[src/rtl/ssd_bcd_scan_driver_if.sv]
// Host-side bundle for the seven-segment driver: value/load/blanking in; status and the
// scanned anode/segment lines out.
interface ssd_bcd_scan_driver_if #(
  parameter int VALUE_W  = 14,
  parameter int N_DIGITS = 4
);
  logic [VALUE_W-1:0]  value_in;
  logic                load;
  logic                blank_lz;
  logic                busy;
  logic                overflow;
  logic [N_DIGITS-1:0] anode;
  logic [6:0]          led_out;

  modport master (
    output value_in, load, blank_lz,
    input  busy, overflow, anode, led_out
  );

  modport slave (
    input  value_in, load, blank_lz,
    output busy, overflow, anode, led_out
  );
endinterface

[src/rtl/ssd_bcd_scan_driver.sv]
// Double-dabble binary->BCD (one bit/cycle, busy VALUE_W+1 cycles, load while busy dropped)
// feeding a continuously scanned active-low display with blanking and overflow dashes.
module ssd_bcd_scan_driver #(
  parameter int VALUE_W     = 14,
  parameter int N_DIGITS    = 4,
  parameter int REFRESH_DIV = 100000
) (
  input logic                  clk,
  input logic                  rst,
  ssd_bcd_scan_driver_if.slave bus
);
  // ceil(VALUE_W*log10(2)) + 1 digits so the accumulator can never overflow
  localparam int N_BCD  = (VALUE_W * 30103 + 99999) / 100000 + 1;
  localparam int N_ACC  = (N_BCD > N_DIGITS) ? N_BCD : N_DIGITS;
  localparam int ACC_W  = 4 * N_ACC;
  localparam int ITER_W = $clog2(VALUE_W + 1);
  localparam int CNT_W  = $clog2(REFRESH_DIV);
  localparam int IDX_W  = (N_DIGITS > 1) ? $clog2(N_DIGITS) : 1;
  localparam logic [63:0] MAX_DISP = 64'(10**N_DIGITS - 1);
  localparam logic [6:0]  SEG_DASH = 7'b1111110;
  localparam logic [6:0]  SEG_OFF  = 7'b1111111;

  typedef enum logic [1:0] {
    S_IDLE,
    S_CONVERT,
    S_COMMIT
  } state_t;

  state_t                       state_q, state_d;
  logic [ITER_W-1:0]            iter_q;
  logic [VALUE_W-1:0]           bin_sr;
  logic [ACC_W-1:0]             bcd_acc, bcd_adj;
  logic                         ovf_pend, ovf_q;
  logic [N_DIGITS-1:0][3:0]     disp_q;
  logic [N_DIGITS-1:0]          lz_from;
  logic [CNT_W-1:0]             refresh_q;
  logic [IDX_W-1:0]             idx_q;
  logic [N_DIGITS-1:0]          anode_d, anode_q;
  logic [6:0]                   led_d, led_q;
  logic                         blank;

  function automatic logic [6:0] seg_encode(input logic [3:0] d);
    case (d)
      4'd0:    seg_encode = 7'b0000001;
      4'd1:    seg_encode = 7'b1001111;
      4'd2:    seg_encode = 7'b0010010;
      4'd3:    seg_encode = 7'b0000110;
      4'd4:    seg_encode = 7'b1001100;
      4'd5:    seg_encode = 7'b0100100;
      4'd6:    seg_encode = 7'b0100000;
      4'd7:    seg_encode = 7'b0001111;
      4'd8:    seg_encode = 7'b0000000;
      4'd9:    seg_encode = 7'b0000100;
      default: seg_encode = SEG_OFF;
    endcase
  endfunction

  always_ff @(posedge clk or negedge rst) begin
    if (!rst) state_q <= S_IDLE;
    else      state_q <= state_d;
  end

  always_comb begin
    state_d = state_q;
    case (state_q)
      S_IDLE:    if (bus.load) state_d = S_CONVERT;
      S_CONVERT: if (iter_q == ITER_W'(1)) state_d = S_COMMIT;
      S_COMMIT:  state_d = S_IDLE;
      default:   state_d = S_IDLE;
    endcase
  end

  always_comb begin
    bcd_adj = bcd_acc;
    for (int k = 0; k < N_ACC; k++) begin
      if (bcd_acc[4*k +: 4] >= 4'd5) bcd_adj[4*k +: 4] = bcd_acc[4*k +: 4] + 4'd3;
    end
  end

  always_ff @(posedge clk or negedge rst) begin
    if (!rst) begin
      iter_q   <= '0;
      bin_sr   <= '0;
      bcd_acc  <= '0;
      ovf_pend <= 1'b0;
      ovf_q    <= 1'b0;
      disp_q   <= '0;
    end else begin
      case (state_q)
        S_IDLE: begin
          if (bus.load) begin
            bin_sr   <= bus.value_in;
            bcd_acc  <= '0;
            iter_q   <= ITER_W'(VALUE_W);
            ovf_pend <= (64'(bus.value_in) > MAX_DISP);
          end
        end
        S_CONVERT: begin
          bcd_acc <= {bcd_adj[ACC_W-2:0], bin_sr[VALUE_W-1]};
          bin_sr  <= bin_sr << 1;
          iter_q  <= iter_q - ITER_W'(1);
        end
        S_COMMIT: begin
          // display only changes here, so the scan never shows a half-converted value
          for (int i = 0; i < N_DIGITS; i++) disp_q[i] <= bcd_acc[4*i +: 4];
          ovf_q <= ovf_pend;
        end
        default: ;
      endcase
    end
  end

  // lz_from[i]: digits i..N_DIGITS-1 are all zero
  always_comb begin
    lz_from = '0;
    lz_from[N_DIGITS-1] = (disp_q[N_DIGITS-1] == 4'd0);
    for (int i = N_DIGITS - 2; i >= 0; i--) begin
      lz_from[i] = (disp_q[i] == 4'd0) && lz_from[i+1];
    end
  end

  always_comb begin
    blank   = bus.blank_lz && !ovf_q && (idx_q != '0) && lz_from[idx_q];
    anode_d = '1;
    led_d   = SEG_OFF;
    if (!blank) begin
      anode_d[idx_q] = 1'b0;
      led_d          = ovf_q ? SEG_DASH : seg_encode(disp_q[idx_q]);
    end
  end

  always_ff @(posedge clk or negedge rst) begin
    if (!rst) begin
      refresh_q <= '0;
      idx_q     <= '0;
      anode_q   <= '1;
      led_q     <= SEG_OFF;
    end else begin
      if (refresh_q == CNT_W'(REFRESH_DIV - 1)) begin
        refresh_q <= '0;
        idx_q     <= (idx_q == IDX_W'(N_DIGITS - 1)) ? '0 : idx_q + IDX_W'(1);
      end else begin
        refresh_q <= refresh_q + CNT_W'(1);
      end
      anode_q <= anode_d;
      led_q   <= led_d;
    end
  end

  assign bus.busy     = (state_q != S_IDLE);
  assign bus.overflow = ovf_q;
  assign bus.anode    = anode_q;
  assign bus.led_out  = led_q;
endmodule
[src/flat_wrapper.sv]
// flat-port wrapper written by rule: the top's interface ports become plain ports
module ssd_bcd_scan_driver_flat 
#(
  parameter int VALUE_W     = 14,
  parameter int N_DIGITS    = 4,
  parameter int REFRESH_DIV = 100000
)
  (clk, rst, bus_value_in, bus_load, bus_blank_lz, bus_busy, bus_overflow, bus_anode, bus_led_out);
  ssd_bcd_scan_driver_if #(.VALUE_W(VALUE_W), .N_DIGITS(N_DIGITS)) bus_i ();
  input logic clk;
  input logic rst;
  input wire logic [$bits(bus_i.value_in)-1:0] bus_value_in;
  input wire logic [$bits(bus_i.load)-1:0] bus_load;
  input wire logic [$bits(bus_i.blank_lz)-1:0] bus_blank_lz;
  output wire logic [$bits(bus_i.busy)-1:0] bus_busy;
  output wire logic [$bits(bus_i.overflow)-1:0] bus_overflow;
  output wire logic [$bits(bus_i.anode)-1:0] bus_anode;
  output wire logic [$bits(bus_i.led_out)-1:0] bus_led_out;
  assign bus_i.value_in = bus_value_in;
  assign bus_i.load = bus_load;
  assign bus_i.blank_lz = bus_blank_lz;
  assign bus_busy = bus_i.busy;
  assign bus_overflow = bus_i.overflow;
  assign bus_anode = bus_i.anode;
  assign bus_led_out = bus_i.led_out;
  ssd_bcd_scan_driver #(.VALUE_W(VALUE_W), .N_DIGITS(N_DIGITS), .REFRESH_DIV(REFRESH_DIV)) u_core (.clk(clk), .rst(rst), .bus(bus_i));
endmodule
[config.mk]
export PLATFORM = sky130hd
export DESIGN_NAME = ssd_bcd_scan_driver_flat
export DESIGN_NICKNAME = d
export VERILOG_FILES = /design/src/rtl/ssd_bcd_scan_driver_if.sv /design/src/rtl/ssd_bcd_scan_driver.sv /design/src/flat_wrapper.sv
export SDC_FILE = /design/constraint.sdc
export NUM_CORES = 1
export LEC_CHECK = 0
export ABC_AREA = 1
export BUFFER_PORTS_ARGS = -buffer_cell sky130_fd_sc_hd__clkbuf_2
export CAP_MARGIN = 5
export CORE_ASPECT_RATIO = 0.6
export CORE_MARGIN = 8
export CORE_UTILIZATION = 55
export DETAILED_ROUTE_END_ITERATION = 8
export PLACE_DENSITY = 0.83
export SLEW_MARGIN = 15
export SYNTH_ARGS = -nofsm -noshare
export SYNTH_HDL_FRONTEND = slang
export SYNTH_SLANG_ARGS = --single-unit
[constraint.sdc]
create_clock -name clk -period 2.24 [get_ports clk]
set_clock_uncertainty 0.15 [all_clocks]
set_input_delay 0.672 -clock clk [delete_from_list [all_inputs] [get_ports clk]]
set_output_delay 0.672 -clock clk [all_outputs]
set_load 0.02 [all_outputs]
==> impl_metrics.toml, run 1 <==
[detailed_routing]
drtIter0Drc = 318
via_count = 3735
dr.pass1.iters = 5
post_drt_wl_per_cell_um = 14.5
wl_um = 9860
drc = 0
routed_via_density = 5.48
antenna_left = 0

[die]
dieArea_um2 = 11300
pin_count = 31
die_w_um = 132
core-area_um2 = 7850
rows = 25
initial_utilization_pct = 56.6
die_h_um = 85.6

[clocking]
ctsResizeCount = 0
clock-root-buffer = "clkbuf_16"
cts.hold.buffers_added = 0
clock_sinks = 84
clock_latency_ns = 0.34
cts_buffers = 9
post_cts_buffers = 0
cts.clk_slew.worst_paths_ns = 0.06
cts_tree = "yes"
htreeDepth = 3
max-clock-path-buffers = 2

[status]
status = "completed"

[power_and_ir_drop]
p_per_area_nw_per_um2 = 1270
clkPwrFrac_pct = 21.9
switching_share_pct = 40.3
cellInternalPower_mw = 3.78
pwr-share-comb_pct = 39.5
p_switching_mw = 2.55
ir_worst_vdd_mv = 0.664
power_leakage_nw = 2.46
p_seq_share_pct = 38.6
finalPower_mw = 6.32

[synth]
yosysSeqAreaShare_pct = 47.6
ys_warn_count = 0
syn-cell-area_um2 = 4440
synth_nets = 575
synth_area_per_cell_um2 = 8.31
syn_inst = 535
synth_top_area_cell = "dfrtp_1"
yosysTopAreaCellShare_pct = 41.1
ys.flop_type = "dfrtp_1"
synth_edf_count = 0
ys_top_cells_by_area = "dfrtp_1, nand2_1, dfstp_2, ha_1, o21ai_0"
ys_seq_elements = 84
synth.distinct_cells = 36
synth_async_sr_flop_share_pct = 100

[setup_path]
cp_num_buf_inv = 2
cp_cell_sequence = "nor2_1 > inv_1 > clkbuf_2"
slowest_stage = "dfrtp_1"
cp_max_fo = 3
slowest_delay_ns = 0.42
critical_path_required_ns = 1.42
worstSetupEndpointType = "primary output"
crit_type = "reg2out"
start_kind = "register"
worst_ep_arrival_time_ns = 1.21
critPathTopFamily = "flip-flops"

[grt]
antenna_found_initial = 0
grt-ovfl-total = 0
grt_max_degree = 39
grt.total_usage_pct = 18.2
grt_pass1_vias = 3653
grt_pass1_wl_um = 16900

[timing]
slew_headroom_pct = 64.9
finalSetupTns_ns = 0
finalCritPeriodShare_pct = 90.5
hold_viol = 0
final_max_slew_viol_count = 0
setup_viol = 0
rsz0062_at_grt = "no"
min_period_ns = 2.03
worstMarginPinSlew_ns = 0.526
fmax_mhz = 493

[cells_and_area]
final_nets = 609
final_common_cell = "nand2_1"
n_antenna_cell = 0
final-instance-count-excl-fill = 682
area_delta_synth_final_pct = 12.2
layout_common_cells = "nand2_1, dfrtp_1, inv_1"
drive_gt1_share_pct = 15.7
final_util_pct = 63.5
finalInstanceArea_um2 = 4990
nFillCells = 629

[placement]
gp_congestion = 0.868
dp_hpwl_um = 6860
port_buffers = 30
dp_cells = 666
postPlaceCellArea_um2 = 4710

[run]
cap_viol_max_count = 0

[min_path]
hold_class = "in2async"
## power by group through the flow
| stage | logic (mW) | registers [mW] | clock network, mW |
|---|---|---|---|
| final | 2.50 | 2.44 | 1.38 |
| after global routing | 2.84 | 2.50 | 1.46 |
| after CTS | 2.49 | 2.43 | 1.41 |
| after detailed placement | 2.45 | 2.44 | 0 |
| after global placement | 2.30 | 2.43 | 0 |
| after floorplan | 1.85 | 2.42 | 0 |
## path summary, 6_finish.rpt
kind,startpoint,to,slack (ns),cells past startpoint
worst max-delay path,u_core.state_q[1]$_DFFE_PN0P_,bus_busy,0.21,3
worst min-delay path,rst,u_core.bcd_acc[10]$_DFFE_PN0P_,0.16,1
worst min register to register,u_core.refresh_q[14]$_DFF_PN0_,u_core.refresh_q[14]$_DFF_PN0_,0.32,1
worst max register to register,u_core.idx_q[1]$_DFFE_PN0N_,u_core.bus.led_out[2]$_DFF_PN1_,0.25,9
min in group clk,u_core.refresh_q[14]$_DFF_PN0_,u_core.refresh_q[14]$_DFF_PN0_,0.32,1
max in group asynchronous,rst,u_core.bus.anode[0]$_DFF_PN1_,1.18,2
## registers in the layout, indices dropped and copies added (netlist names)
signal / count
u_core.ovf_pend: 1
u_core.iter_q: 4
u_core.bus.anode: 4
u_core.bcd_acc: 16
u_core.disp_q: 16
u_core.idx_q: 2
u_core.refresh_q: 17
u_core.bus.overflow: 1
u_core.state_q: 2
u_core.bus.led_out: 7
u_core.bin_sr: 14
## cells by family (layout without fill, tap and decap cells)
kind of cell | count (synthesis) | in the layout | share of synthesized area, %
compound gates | 86 | 86 | 11.3
simple gates | 249 | 249 | 25.0
fa+ha+maj | 22 | 22 | 6.19
buf+inv | 84 | 123 | 8.00
flops | 84 | 84 | 47.6
xor+xnor | 10 | 10 | 1.97
## final cells by class
type	count	area (µm²)	share of cell area (%)
clock inverter	2	10.0	0.201
tap	108	135	2.71
inverter	71	268	5.37
clock buffer	14	264	5.29
sequential	84	2120	42.4
multi-input combinational	367	1970	39.6
timing repair buffer	36	223	4.46
## stage by stage
step,hold WS (ns),worst slack [ns]
floorplan,0.226,0.569
global placement,0.301,0.451
detailed placement,0.307,0.352
CTS,0.178,0.218
global route,0.200,0.0514
finish,0.158,0.213
## per-layer routing
metal | track usage [%] | vias up | routed length (µm)
li1 | - | 1793 | -
met1 | 23.6 | 1790 | 4580
met2 | 29.2 | 131 | 4520
met3 | 4.61 | 21 | 598
met4 | 6.74 | 0 | 150
met5 | 0 | - | 0
## Yosys cell counts (4+ instances only)
library cell,n
nor3_1,7
ha_1,22
dfstp_2,11
dfrtp_1,73
nand3_1,28
nor2_1,56
nand4_1,14
o21ai_1,6
o22ai_1,4
o211ai_1,9
xor2_1,10
nand2_1,124
o21ai_0,52
inv_1,63
a21oi_1,5
nand2_2,6
buf_2,4
inv_2,7
Power figures use the tool's default switching activity.
==> inputs of run 2 (changes only) <==
--- a/config.mk
+++ b/config.mk
@@ -10,10 +10,10 @@
 export CAP_MARGIN = 5
 export CORE_ASPECT_RATIO = 0.6
 export CORE_MARGIN = 8
-export CORE_UTILIZATION = 55
+export CORE_UTILIZATION = 50
 export DETAILED_ROUTE_END_ITERATION = 8
-export PLACE_DENSITY = 0.83
-export SLEW_MARGIN = 15
+export PLACE_DENSITY = 0.77
+export SKIP_CTS_REPAIR_TIMING = 1
 export SYNTH_ARGS = -nofsm -noshare
 export SYNTH_HDL_FRONTEND = slang
 export SYNTH_SLANG_ARGS = --single-unit
==> impl_metrics.toml, run 2 (same netlist as run 1, synthesis figures left out) <==
[power_and_ir_drop]
clkPwrFrac_pct = 27.0
cellInternalPower_mw = 4.16
p_per_area_nw_per_um2 = 1310
power_leakage_nw = 2.50
switching_share_pct = 37.6
p_seq_share_pct = 36.5
pwr-share-comb_pct = 36.4
ir_worst_vdd_mv = 0.719
p_switching_mw = 2.51

[timing]
whs_ns = 0.114
final_max_slew_viol_count = 0
finalSetupTns_ns = 0
hold_viol = 0
setup_viol = 0
finalCritPeriodShare_pct = 92.2
rsz0062_at_grt = "no"
slew_headroom_pct = 72.1
min_period_ns = 2.07
fmax_mhz = 484
worstMarginPinSlew_ns = 0.418

[die]
dieArea_um2 = 12300
rows = 26
die_h_um = 89.0
initial_utilization_pct = 51.9
core-area_um2 = 8560
pin_count = 31
die_w_um = 138

[cells_and_area]
drive_gt1_share_pct = 16.2
largest-register = "u_core.refresh_q"
final_common_cell = "nand2_1"
final_nets = 610
largest_register_ffs = 17
regArea_um2 = 2120
area_delta_synth_final_pct = 14.3
final-instance-count-excl-fill = 687
nFillCells = 740
reg.largest.list = "u_core.refresh_q: 17 flops, u_core.bcd_acc: 16 flops, u_core.disp_q: 16 flops"
layout_common_cells = "nand2_1, dfrtp_1, inv_1"
n_antenna_cell = 0
multi_input_area_um2 = 1970

[setup_path]
slowest_stage = "dfrtp_1"
worst_ep_arrival_time_ns = 1.24
critical_path_required_ns = 1.42
rr_worst_depth = 8
r2r_slack_ns = 0.31
slowest_delay_ns = 0.42
start_kind = "register"
r2r_end = "u_core.bus.led_out[1]$_DFF_PN1_"
critPathTopFamily = "flip-flops"
cp_cell_sequence = "nor2_1 > inv_1 > clkbuf_2"
crit_type = "reg2out"
worstSetupEndpointType = "primary output"
cp_max_fo = 3
cp_num_buf_inv = 2
reg2reg_from = "u_core.idx_q[1]$_DFFE_PN0N_"

[status]
status = "completed"

[placement]
port_buffers = 30
dp_hpwl_um = 6810
gp_congestion = 0.849
dp_cells = 671

[detailed_routing]
drtIter0Drc = 229
routed_via_density = 5.23
antenna_left = 0
dr.pass1.iters = 5
post_drt_wl_per_cell_um = 13.9
drc = 0
via_count = 3591
wl_um = 9520

[clocking]
clock_sinks = 84
cts_buffers = 9
cts_tree = "yes"
htreeDepth = 3
clock-root-buffer = "clkbuf_16"
cts.clk_slew.worst_paths_ns = 0.06
clock_latency_ns = 0.34
max-clock-path-buffers = 2

[grt]
grt.total_usage_pct = 17.2
grt_max_degree = 38
antenna_found_initial = 0
grt_pass1_vias = 3632
grt-ovfl-total = 0
grt_pass1_wl_um = 16800

[run]
cap_viol_max_count = 0

[min_path]
hold_class = "in2async"
[run 2: final cells by class]
| class | instances | area share (%) |
|---|---|---|
| clock buffers | 10 | 4.51 |
| clock inverters | 6 | 2.68 |
| inverters | 71 | 5.27 |
| multi-input cells | 367 | 38.8 |
| flip-flops and latches | 84 | 41.7 |
| well taps | 112 | 2.76 |
| repair buffers | 37 | 4.29 |
[run 2: metrics by stage]
| step | total power [mW] | setup WS [ns] | area [µm²] | utilization [%] |
|---|---|---|---|---|
| after floorplan | 4.27 | 0.569 | 4440 | - |
| after global placement | 4.73 | 0.417 | 4710 | 55.1 |
| after detailed placement | 4.85 | 0.342 | 4710 | 55.1 |
| after CTS | 6.71 | 0.154 | 5080 | 59.4 |
| after global routing | 7.19 | 0.106 | 5080 | 59.4 |
| final | 6.68 | 0.174 | 5080 | 59.4 |
[run 2: how the worst max path moves through the flow]
stage                             startpoint                         endpoint  slack [ns]  cells after the start
5_1_grt        u_core.state_q[1]$_DFFE_PN0P_                         bus_busy        0.11                      3
6_report       u_core.state_q[1]$_DFFE_PN0P_                         bus_busy        0.17                      3
2_1_floorplan    u_core.idx_q[0]$_DFFE_PN0N_  u_core.bus.led_out[1]$_DFF_PN1_        0.57                     10
3_5_place_dp     u_core.idx_q[0]$_DFFE_PN0N_  u_core.bus.led_out[1]$_DFF_PN1_        0.34                      9
3_3_place_gp     u_core.idx_q[1]$_DFFE_PN0N_  u_core.bus.led_out[1]$_DFF_PN1_        0.42                      8
4_1_cts        u_core.state_q[1]$_DFFE_PN0P_                         bus_busy        0.15                      3
[run 2: power groups by stage]
stage	logic (mW)	clock network (mW)	registers, mW
final	2.43	1.81	2.44
after global routing	2.78	1.91	2.50
after CTS	2.44	1.84	2.43
after detailed placement	2.40	0	2.44
after global placement	2.30	0	2.44
after floorplan	1.85	0	2.42
[run 2: routing by layer]
| layer | track usage, % | vias up | wire [µm] |
|---|---|---|---|
| met5 | 0 | - | 0 |
| met4 | 5.14 | 0 | 94 |
| met3 | 4.88 | 12 | 452 |
| met2 | 27.7 | 79 | 4350 |
| met1 | 22.3 | 1706 | 4620 |
| li1 | - | 1794 | - |
